$ cat config.mk
export PLATFORM = sky130hd
export DESIGN_NAME = samp_switch_seq_flat
export DESIGN_NICKNAME = d
export VERILOG_FILES = /design/src/rtl/samp_switch_pkg.sv /design/src/rtl/samp_switch_seq_if.sv /design/src/rtl/samp_switch_dly_cnt.sv /design/src/rtl/samp_switch_seq.sv /design/src/flat_wrapper.sv
export SDC_FILE = /design/constraint.sdc
export NUM_CORES = 1
export LEC_CHECK = 0
export ABC_CLOCK_PERIOD_IN_PS = 2100
export BUFFER_PORTS_ARGS = -buffer_cell sky130_fd_sc_hd__buf_2
export CORE_UTILIZATION = 48
export DETAILED_ROUTE_END_ITERATION = 12
export GPL_TIMING_DRIVEN = 0
export PLACE_DENSITY = 0.84
export SLEW_MARGIN = 20
export SYNTH_ARGS = -nofsm -noshare
export SYNTH_HDL_FRONTEND = slang
export SYNTH_HIERARCHICAL = 1
export SYNTH_SLANG_ARGS = --single-unit
$ cat constraint.sdc
create_clock -name clk -period 2.1 [get_ports clk]
set_clock_uncertainty 0.05 [all_clocks]
set_input_delay 0.105 -clock clk [delete_from_list [all_inputs] [get_ports clk]]
set_output_delay 0.105 -clock clk [all_outputs]
set_load 0.05 [all_outputs]
$ cat src/rtl/samp_switch_pkg.sv
// samp_switch_pkg: shared types and defaults for the sampling switch sequencer.
// Holds the FSM state encoding and the default channel / delay widths.
package samp_switch_pkg;

   // Default number of switch channels (bit 0 = p-side, bit 1 = n-side).
   localparam int NCH_DEF   = 2;
   // Default width of the on/off delay fields, in clock cycles.
   localparam int DLY_W_DEF = 4;

   // Sequencer states. busy is high in every state except ST_IDLE.
   typedef enum logic [1:0] {
      ST_IDLE     = 2'd0,
      ST_ON_WAIT  = 2'd1,
      ST_ON       = 2'd2,
      ST_OFF_WAIT = 2'd3
   } state_t;

endpackage

$ cat src/rtl/samp_switch_seq_if.sv
// samp_switch_seq_if: signal bundle between the sampling sequencer and the
// switch sequencer. The master drives the sampling window and its timing
// settings; the slave (samp_switch_seq) returns the switch drive and status.
//
// Protocol: there is no valid/ready pair. seq_samp is a level; a rising
// edge opens a window and a falling edge closes it. samp_en and on_dly are
// only looked at in the cycle the rise is detected, and off_dly only in the
// cycle the fall is detected; they may change freely at any other time.
// All slave outputs come straight from flops.
interface samp_switch_seq_if
   import samp_switch_pkg::*;
#(
   parameter int NCH   = NCH_DEF,
   parameter int DLY_W = DLY_W_DEF
);

   // Master -> slave
   logic             seq_samp;
   logic [NCH-1:0]   samp_en;
   logic [DLY_W-1:0] on_dly;
   logic [DLY_W-1:0] off_dly;

   // Slave -> master
   logic [NCH-1:0]   switch;
   logic             busy;
   logic             overrun;
   logic [15:0]      samp_cnt;

   // Slave -> observer: internal state for checkers and debug
   state_t           dbg_state;
   logic [DLY_W-1:0] dbg_cnt;

   modport master (
      output seq_samp, samp_en, on_dly, off_dly,
      input  switch, busy, overrun, samp_cnt, dbg_state, dbg_cnt
   );

   modport slave (
      input  seq_samp, samp_en, on_dly, off_dly,
      output switch, busy, overrun, samp_cnt, dbg_state, dbg_cnt
   );

endinterface

$ cat src/rtl/samp_switch_dly_cnt.sv
// samp_switch_dly_cnt: loadable down-counter shared by the turn-on and
// turn-off delay phases of the switch sequencer.
// o_expire is high while the counter holds 1, i.e. in the last wait cycle,
// so the owner can leave its wait state on that edge.
module samp_switch_dly_cnt #(
   parameter int DLY_W = 4
) (
   input  logic             clk,
   input  logic             rst_n,
   input  logic             i_load,
   input  logic [DLY_W-1:0] i_load_val,
   input  logic             i_dec,
   output logic [DLY_W-1:0] o_value,
   output logic             o_expire
);

   logic [DLY_W-1:0] r_value;

   // Load has priority over decrement; the count parks at zero.
   always_ff @(posedge clk) begin
      if (!rst_n) begin
         r_value <= '0;
      end else if (i_load) begin
         r_value <= i_load_val;
      end else if (i_dec && (r_value != '0)) begin
         r_value <= r_value - DLY_W'(1);
      end
   end

   assign o_value  = r_value;
   assign o_expire = (r_value == DLY_W'(1));

endmodule

$ cat src/rtl/samp_switch_seq.sv
// samp_switch_seq: drives per-channel sampling switches from a sequencer
// window signal. A rise of seq_samp opens a window: after on_dly cycles the
// enabled switches close; a fall starts the off_dly countdown, after which
// they open again. A fall before turn-on aborts the window.
// Optional feature: define SAMP_SWITCH_CNT_EN to get a 16-bit count of
// completed windows on samp_cnt; otherwise samp_cnt is tied to zero.
module samp_switch_seq
   import samp_switch_pkg::*;
#(
   parameter int NCH   = NCH_DEF,
   parameter int DLY_W = DLY_W_DEF
) (
   input  logic              clk,
   input  logic              rst_n,
   samp_switch_seq_if.slave  bus
);

   state_t           r_state;
   logic             r_seq_q;
   logic             r_armed;
   logic [NCH-1:0]   r_en_q;
   logic [NCH-1:0]   r_switch;
   logic             r_busy;
   logic             r_overrun;

   logic             w_rise;
   logic             w_fall;
   logic             w_cnt_load;
   logic [DLY_W-1:0] w_cnt_val;
   logic             w_cnt_dec;
   logic [DLY_W-1:0] w_cnt_value;
   logic             w_cnt_expire;

   // r_armed stays low after reset until seq_samp has been seen low, so a
   // window already in progress when reset releases is never picked up.
   assign w_rise = bus.seq_samp & ~r_seq_q & r_armed;
   assign w_fall = ~bus.seq_samp & r_seq_q;

   // Delay counter control: load on the capture cycles, count down in waits.
   always_comb begin
      w_cnt_load = 1'b0;
      w_cnt_val  = '0;
      w_cnt_dec  = 1'b0;
      case (r_state)
         ST_IDLE: begin
            if (w_rise) begin
               w_cnt_load = 1'b1;
               w_cnt_val  = bus.on_dly;
            end
         end
         ST_ON_WAIT: begin
            if (w_fall) begin
               w_cnt_load = 1'b1;
               w_cnt_val  = bus.off_dly;
            end else begin
               w_cnt_dec  = 1'b1;
            end
         end
         ST_ON: begin
            if (w_fall) begin
               w_cnt_load = 1'b1;
               w_cnt_val  = bus.off_dly;
            end
         end
         ST_OFF_WAIT: begin
            w_cnt_dec = 1'b1;
         end
         default: begin
            w_cnt_dec = 1'b0;
         end
      endcase
   end

   samp_switch_dly_cnt #(
      .DLY_W (DLY_W)
   ) u_dly_cnt (
      .clk        (clk),
      .rst_n      (rst_n),
      .i_load     (w_cnt_load),
      .i_load_val (w_cnt_val),
      .i_dec      (w_cnt_dec),
      .o_value    (w_cnt_value),
      .o_expire   (w_cnt_expire)
   );

   // Window FSM; switch, busy and overrun are updated on the same edge as
   // the state so they always agree with it.
   always_ff @(posedge clk) begin
      if (!rst_n) begin
         r_state   <= ST_IDLE;
         r_seq_q   <= 1'b0;
         r_armed   <= 1'b0;
         r_en_q    <= '0;
         r_switch  <= '0;
         r_busy    <= 1'b0;
         r_overrun <= 1'b0;
      end else begin
         r_seq_q <= bus.seq_samp;
         if (!bus.seq_samp) begin
            r_armed <= 1'b1;
         end
         case (r_state)
            ST_IDLE: begin
               if (w_rise) begin
                  r_en_q <= bus.samp_en;
                  r_busy <= 1'b1;
                  if (bus.on_dly == '0) begin
                     r_state  <= ST_ON;
                     r_switch <= bus.samp_en;
                  end else begin
                     r_state  <= ST_ON_WAIT;
                  end
               end
            end
            ST_ON_WAIT: begin
               // A fall before turn-on abandons the window entirely.
               if (w_fall) begin
                  r_state <= ST_IDLE;
                  r_busy  <= 1'b0;
               end else if (w_cnt_expire) begin
                  r_state  <= ST_ON;
                  r_switch <= r_en_q;
               end
            end
            ST_ON: begin
               if (w_fall) begin
                  if (bus.off_dly == '0) begin
                     r_state  <= ST_IDLE;
                     r_switch <= '0;
                     r_busy   <= 1'b0;
                  end else begin
                     r_state  <= ST_OFF_WAIT;
                  end
               end
            end
            ST_OFF_WAIT: begin
               // A new window cannot start before the switch has opened.
               if (w_rise) begin
                  r_overrun <= 1'b1;
               end
               if (w_cnt_expire) begin
                  r_state  <= ST_IDLE;
                  r_switch <= '0;
                  r_busy   <= 1'b0;
               end
            end
            default: begin
               r_state  <= ST_IDLE;
               r_switch <= '0;
               r_busy   <= 1'b0;
            end
         endcase
      end
   end

`ifdef SAMP_SWITCH_CNT_EN
   logic        w_win_done;
   logic [15:0] r_samp_cnt;

   assign w_win_done = ((r_state == ST_ON) && w_fall && (bus.off_dly == '0)) ||
                       ((r_state == ST_OFF_WAIT) && w_cnt_expire);

   // Completed-window counter; wraps naturally at 16 bits.
   always_ff @(posedge clk) begin
      if (!rst_n) begin
         r_samp_cnt <= '0;
      end else if (w_win_done) begin
         r_samp_cnt <= r_samp_cnt + 16'd1;
      end
   end

   assign bus.samp_cnt = r_samp_cnt;
`else
   assign bus.samp_cnt = '0;
`endif

   assign bus.switch    = r_switch;
   assign bus.busy      = r_busy;
   assign bus.overrun   = r_overrun;
   assign bus.dbg_state = r_state;
   assign bus.dbg_cnt   = w_cnt_value;

endmodule

$ cat src/flat_wrapper.sv
// flat-port wrapper written by rule: the top's interface ports become plain ports
module samp_switch_seq_flat import samp_switch_pkg::*;
#(
   parameter int NCH   = NCH_DEF,
   parameter int DLY_W = DLY_W_DEF
)
  (clk, rst_n, bus_seq_samp, bus_samp_en, bus_on_dly, bus_off_dly, bus_switch, bus_busy, bus_overrun, bus_samp_cnt, bus_dbg_state, bus_dbg_cnt);
  samp_switch_seq_if #(.NCH(NCH), .DLY_W(DLY_W)) bus_i ();
  input  logic clk;
  input  logic rst_n;
  input wire logic [$bits(bus_i.seq_samp)-1:0] bus_seq_samp;
  input wire logic [$bits(bus_i.samp_en)-1:0] bus_samp_en;
  input wire logic [$bits(bus_i.on_dly)-1:0] bus_on_dly;
  input wire logic [$bits(bus_i.off_dly)-1:0] bus_off_dly;
  output wire logic [$bits(bus_i.switch)-1:0] bus_switch;
  output wire logic [$bits(bus_i.busy)-1:0] bus_busy;
  output wire logic [$bits(bus_i.overrun)-1:0] bus_overrun;
  output wire logic [$bits(bus_i.samp_cnt)-1:0] bus_samp_cnt;
  output wire logic [$bits(bus_i.dbg_state)-1:0] bus_dbg_state;
  output wire logic [$bits(bus_i.dbg_cnt)-1:0] bus_dbg_cnt;
  assign bus_i.seq_samp = bus_seq_samp;
  assign bus_i.samp_en = bus_samp_en;
  assign bus_i.on_dly = bus_on_dly;
  assign bus_i.off_dly = bus_off_dly;
  assign bus_switch = bus_i.switch;
  assign bus_busy = bus_i.busy;
  assign bus_overrun = bus_i.overrun;
  assign bus_samp_cnt = bus_i.samp_cnt;
  assign bus_dbg_state = bus_i.dbg_state;
  assign bus_dbg_cnt = bus_i.dbg_cnt;
  samp_switch_seq #(.NCH(NCH), .DLY_W(DLY_W)) u_core (.clk(clk), .rst_n(rst_n), .bus(bus_i));
endmodule
==> key figures <==
Final layout
  • Area Growth Syn to Fin: 23.9%
  • Inserted Diodes: 0
  • Layout Cells excl Fill: around 200
  • Final nets: approximately 190
  • Final core occ: 0.644
  • Post-route cell area: between 1000 and 1500 um2
  • Share of cells above drive strength 1: 0.310

Min path
  • HP Start: bus_samp_en[1]
  • Worst min-delay path class: in2reg
  • WHS Path Cells: 3

Route
  • Drt first pass iters: 4
  • Vias per Instance: approximately 5.0
  • DRT Wirelength: between 2000 and 2500 um
  • Via Count: approximately 1000
  • DRC errors left: 0
  • Iter 0 DRT Violations: 12
  • Average wire per standard cell: 11.2 um
  • Antenna viol nets, final: 0

Setup path
  • CP most frequent cell: inv_1
  • CP Cell Sequence: inv_1, ha_1, inv_1, nor2_1, nor2_1, nor2_2, inv_1, o21ai_0, a31oi_1
  • Critical Path AT: between 2 and 2.5 ns
  • Critical-path top delay cell: dfxtp_2
  • R2r worst-path depth: 9
  • Max incr delay on CP: 0.37 ns
  • Crit. End Element: register
  • Setup crit start kind: register
  • Crit path required time: about 2.2 ns
  • FF-to-FF Start: u_core/bus.dbg_state[0]$_SDFFE_PN0P_
  • CP startpoint: u_core/bus.dbg_state[0]$_SDFFE_PN0P_
  • Critical Path Fanout Max: 7
  • R2r setup slk: approximately 0.17 ns
  • Setup Crit Path Kind: reg2reg

Clocking
  • CTS root buffer: clkbuf_4
  • CTS buffer count: 3
  • Worst-skew pair later-pin latency: slightly below 0.3 ns
  • Clk slew on worst S/H paths: around 0.090 ns
  • Max Root-Sink Buffers: 2
  • Clk sink count: 14
  • CTS tree: yes
  • Number of H-tree levels: 1

Run
  • Max-cap violation count: 0

Global route
  • Largest net degree at the start of global routing: 11
  • Initial antenna violation count: 0
  • GRT overflow: 0
  • Vias in the first global route: between 800 and 900
  • GRT Total Usage: 0.202
  • First-pass GRT wire length: between 3000 and 4000 um
  • Grt met2 use: 0.373
  • Busiest grt layer: met2
  • GR Layer Usage met1: 0.210
  • Met3 Use GR: 0.0597

STA
  • Fmax achieved: roughly 520 MHz
  • Final setup violation count: 0
  • Final worst setup slack: roughly 0.17 ns
  • Setup TNS: 0 ns
  • Worst Hold Slack: 0.0178 ns
  • Final Hold Fails: 0
  • Final Max Tran Viols: 0
  • Tcrit/Tclk final: 0.920
  • Crit path time final: around 1.9 ns
  • RSZ-0062 raised after global routing: no

Floorplanning
  • Core area: 2000 um2
  • Die H: between 40 and 50 um
  • DIE AREA: around 2400 um2
  • Rows: 16
  • Boundary Pins: 39
  • Starting density of the core: 0.520
  • Die Span X: ~49 um

Placed design
  • Detail Placement HPWL: approximately 1700 um
  • RD Place Congestion: between 0.8 and 0.9
  • Placed instance count: 194
  • Dpl cell area: about 1200 um2
  • Pre-CTS WS: -0.0416 ns
  • Input/output buffers: 22

Synthesis
  • Syn Inst Count: between 100 and 150
  • Synth area leader: dfxtp_1
  • Top-area cell type share of the netlist area: 0.269
  • Synth unique cells: 34
  • Yosys warns: 6
  • Mapped Area: roughly 1000 um2
  • Syn Area/Cell: between 8 and 9 um2
  • Register area share after synthesis: 0.269
  • FF+latch count, synth: 14
  • Synth top area cells: dfxtp_1 27%, buf_4 12%, ha_1 9.6%, nor2_1 5.8%, a21oi_1 4.8%

Power
  • Total Power: 1.45 mW
  • Power Dens Cells: approximately 1100 nW/um2
  • Leakage power: roughly 0.63 nW
  • VDD IR max: about 0.77 mV

Outcome
  • Status: finished, final reports clean
==> cells in the final DEF, fill, tap and decap left out, drive strengths merged <==
cell / netlist / routed
a2111o: 2 / 2
a211oi: 2 / 2
a21oi: 10 / 10
a221o: 1 / 1
a22oi: 5 / 5
a311oi: 3 / 3
a31o: 1 / 1
a31oi: 1 / 1
a41o: 1 / 1
and2: 2 / 2
and3b: 1 / 1
buf: 18 / 40
clkbuf: 3 / 6
conb: 1 / 16
dfxtp: 14 / 14
dlygate4sd3: 0 / 1
ha: 8 / 8
inv: 12 / 12
mux2i: 2 / 2
nand2: 8 / 8
nand2b: 2 / 2
nand3: 4 / 4
nand4: 3 / 3
nand4b: 1 / 1
nor2: 16 / 16
nor3: 1 / 1
nor3b: 1 / 1
o2111a: 1 / 1
o211ai: 1 / 1
o21ai: 2 / 2
o41ai: 1 / 1
or3b: 1 / 1
or4: 1 / 1
==> registers in the layout (all words and copies together) (netlist names) <==
register	count
u_core/u_dly_cnt/o_value	4
u_core/r_seq_q	1
u_core/bus.dbg_state	2
u_core/bus.switch	2
u_core/r_en_q	2
u_core/bus.busy	1
u_core/bus.overrun	1
u_core/r_armed	1
==> final timing paths <==
path | endpoint
setup reg to reg | u_core/u_dly_cnt/o_value[3]$_SDFFE_PN0P_
hold / removal | u_core/r_en_q[1]$_SDFFE_PN0P_
setup / recovery | u_core/u_dly_cnt/o_value[3]$_SDFFE_PN0P_
hold reg to reg | u_core/r_armed$_SDFFE_PN0N_
==> kinds of logic after synthesis <==
kind of cell,share of synthesized area
flops,0.269
other cells,0.00360
compound gates,0.237
simple gates,0.196
mux,0.0192
buf+inv,0.179
fa+ha+maj,0.0962
==> cell usage after synthesis, drive strengths merged <==
cell,instances
or4,1
ha,8
or3b,1
a211oi,2
conb,1
o41ai,1
and3b,1
a31o,1
nor3,1
nand3,4
a22oi,5
nand2b,2
and2,2
a2111o,2
nor3b,1
a41o,1
mux2i,2
o2111a,1
nor2,16
buf,18
dfxtp,14
inv,12
a221o,1
o21ai,2
o211ai,1
clkbuf,3
a21oi,10
a311oi,3
nand4,3
a31oi,1
nand4b,1
nand2,8
==> area by class of cell <==
| type | instances | area, um2 |
|---|---|---|
| inverter | 12 | 45.0 |
| buffer | 20 | 138 |
| clock buffer | 4 | 36.3 |
| timing repair buffer | 23 | 120 |
| sequential | 14 | 283 |
| tap | 27 | 33.8 |
| fill | 195 | 712 |
| multi-input combinational | 98 | 634 |
==> layer usage <==
metal | vias to the layer above | part of all wire
li1 | 510 | -
met1 | 444 | 0.41
met2 | 36 | 0.51
met3 | 5 | 0.062
met4 | 0 | 0.018
met5 | - | 0
==> where the power goes <==
part	leakage, nW	switching (mW)	internal [mW]	total [mW]
Clock	0.0210	0.0948	0.106	0.201
Combinational	0.489	0.597	0.274	0.871
Sequential	0.115	0.0485	0.328	0.376
==> critical path: cells and delay by family (launching register included) <==
kind                     cells  cell delay [ns]
buffers and inverters        3             0.26
AO/OA/AOI/OAI                2             0.26
AND/OR/NAND/NOR              3             0.60
adder cells (fa/ha/maj)      1             0.28
flip-flops                   1             0.37
==> what timing repair did <==
item                                   CTS  global route
setup buffers                            0             0
endpoints found under the hold margin    1             0
hold buffers                             1             0
gates resized for setup                  1             1
setup endpoints to repair                2             4
No activity file was read; power rests on OpenSTA's default activity.
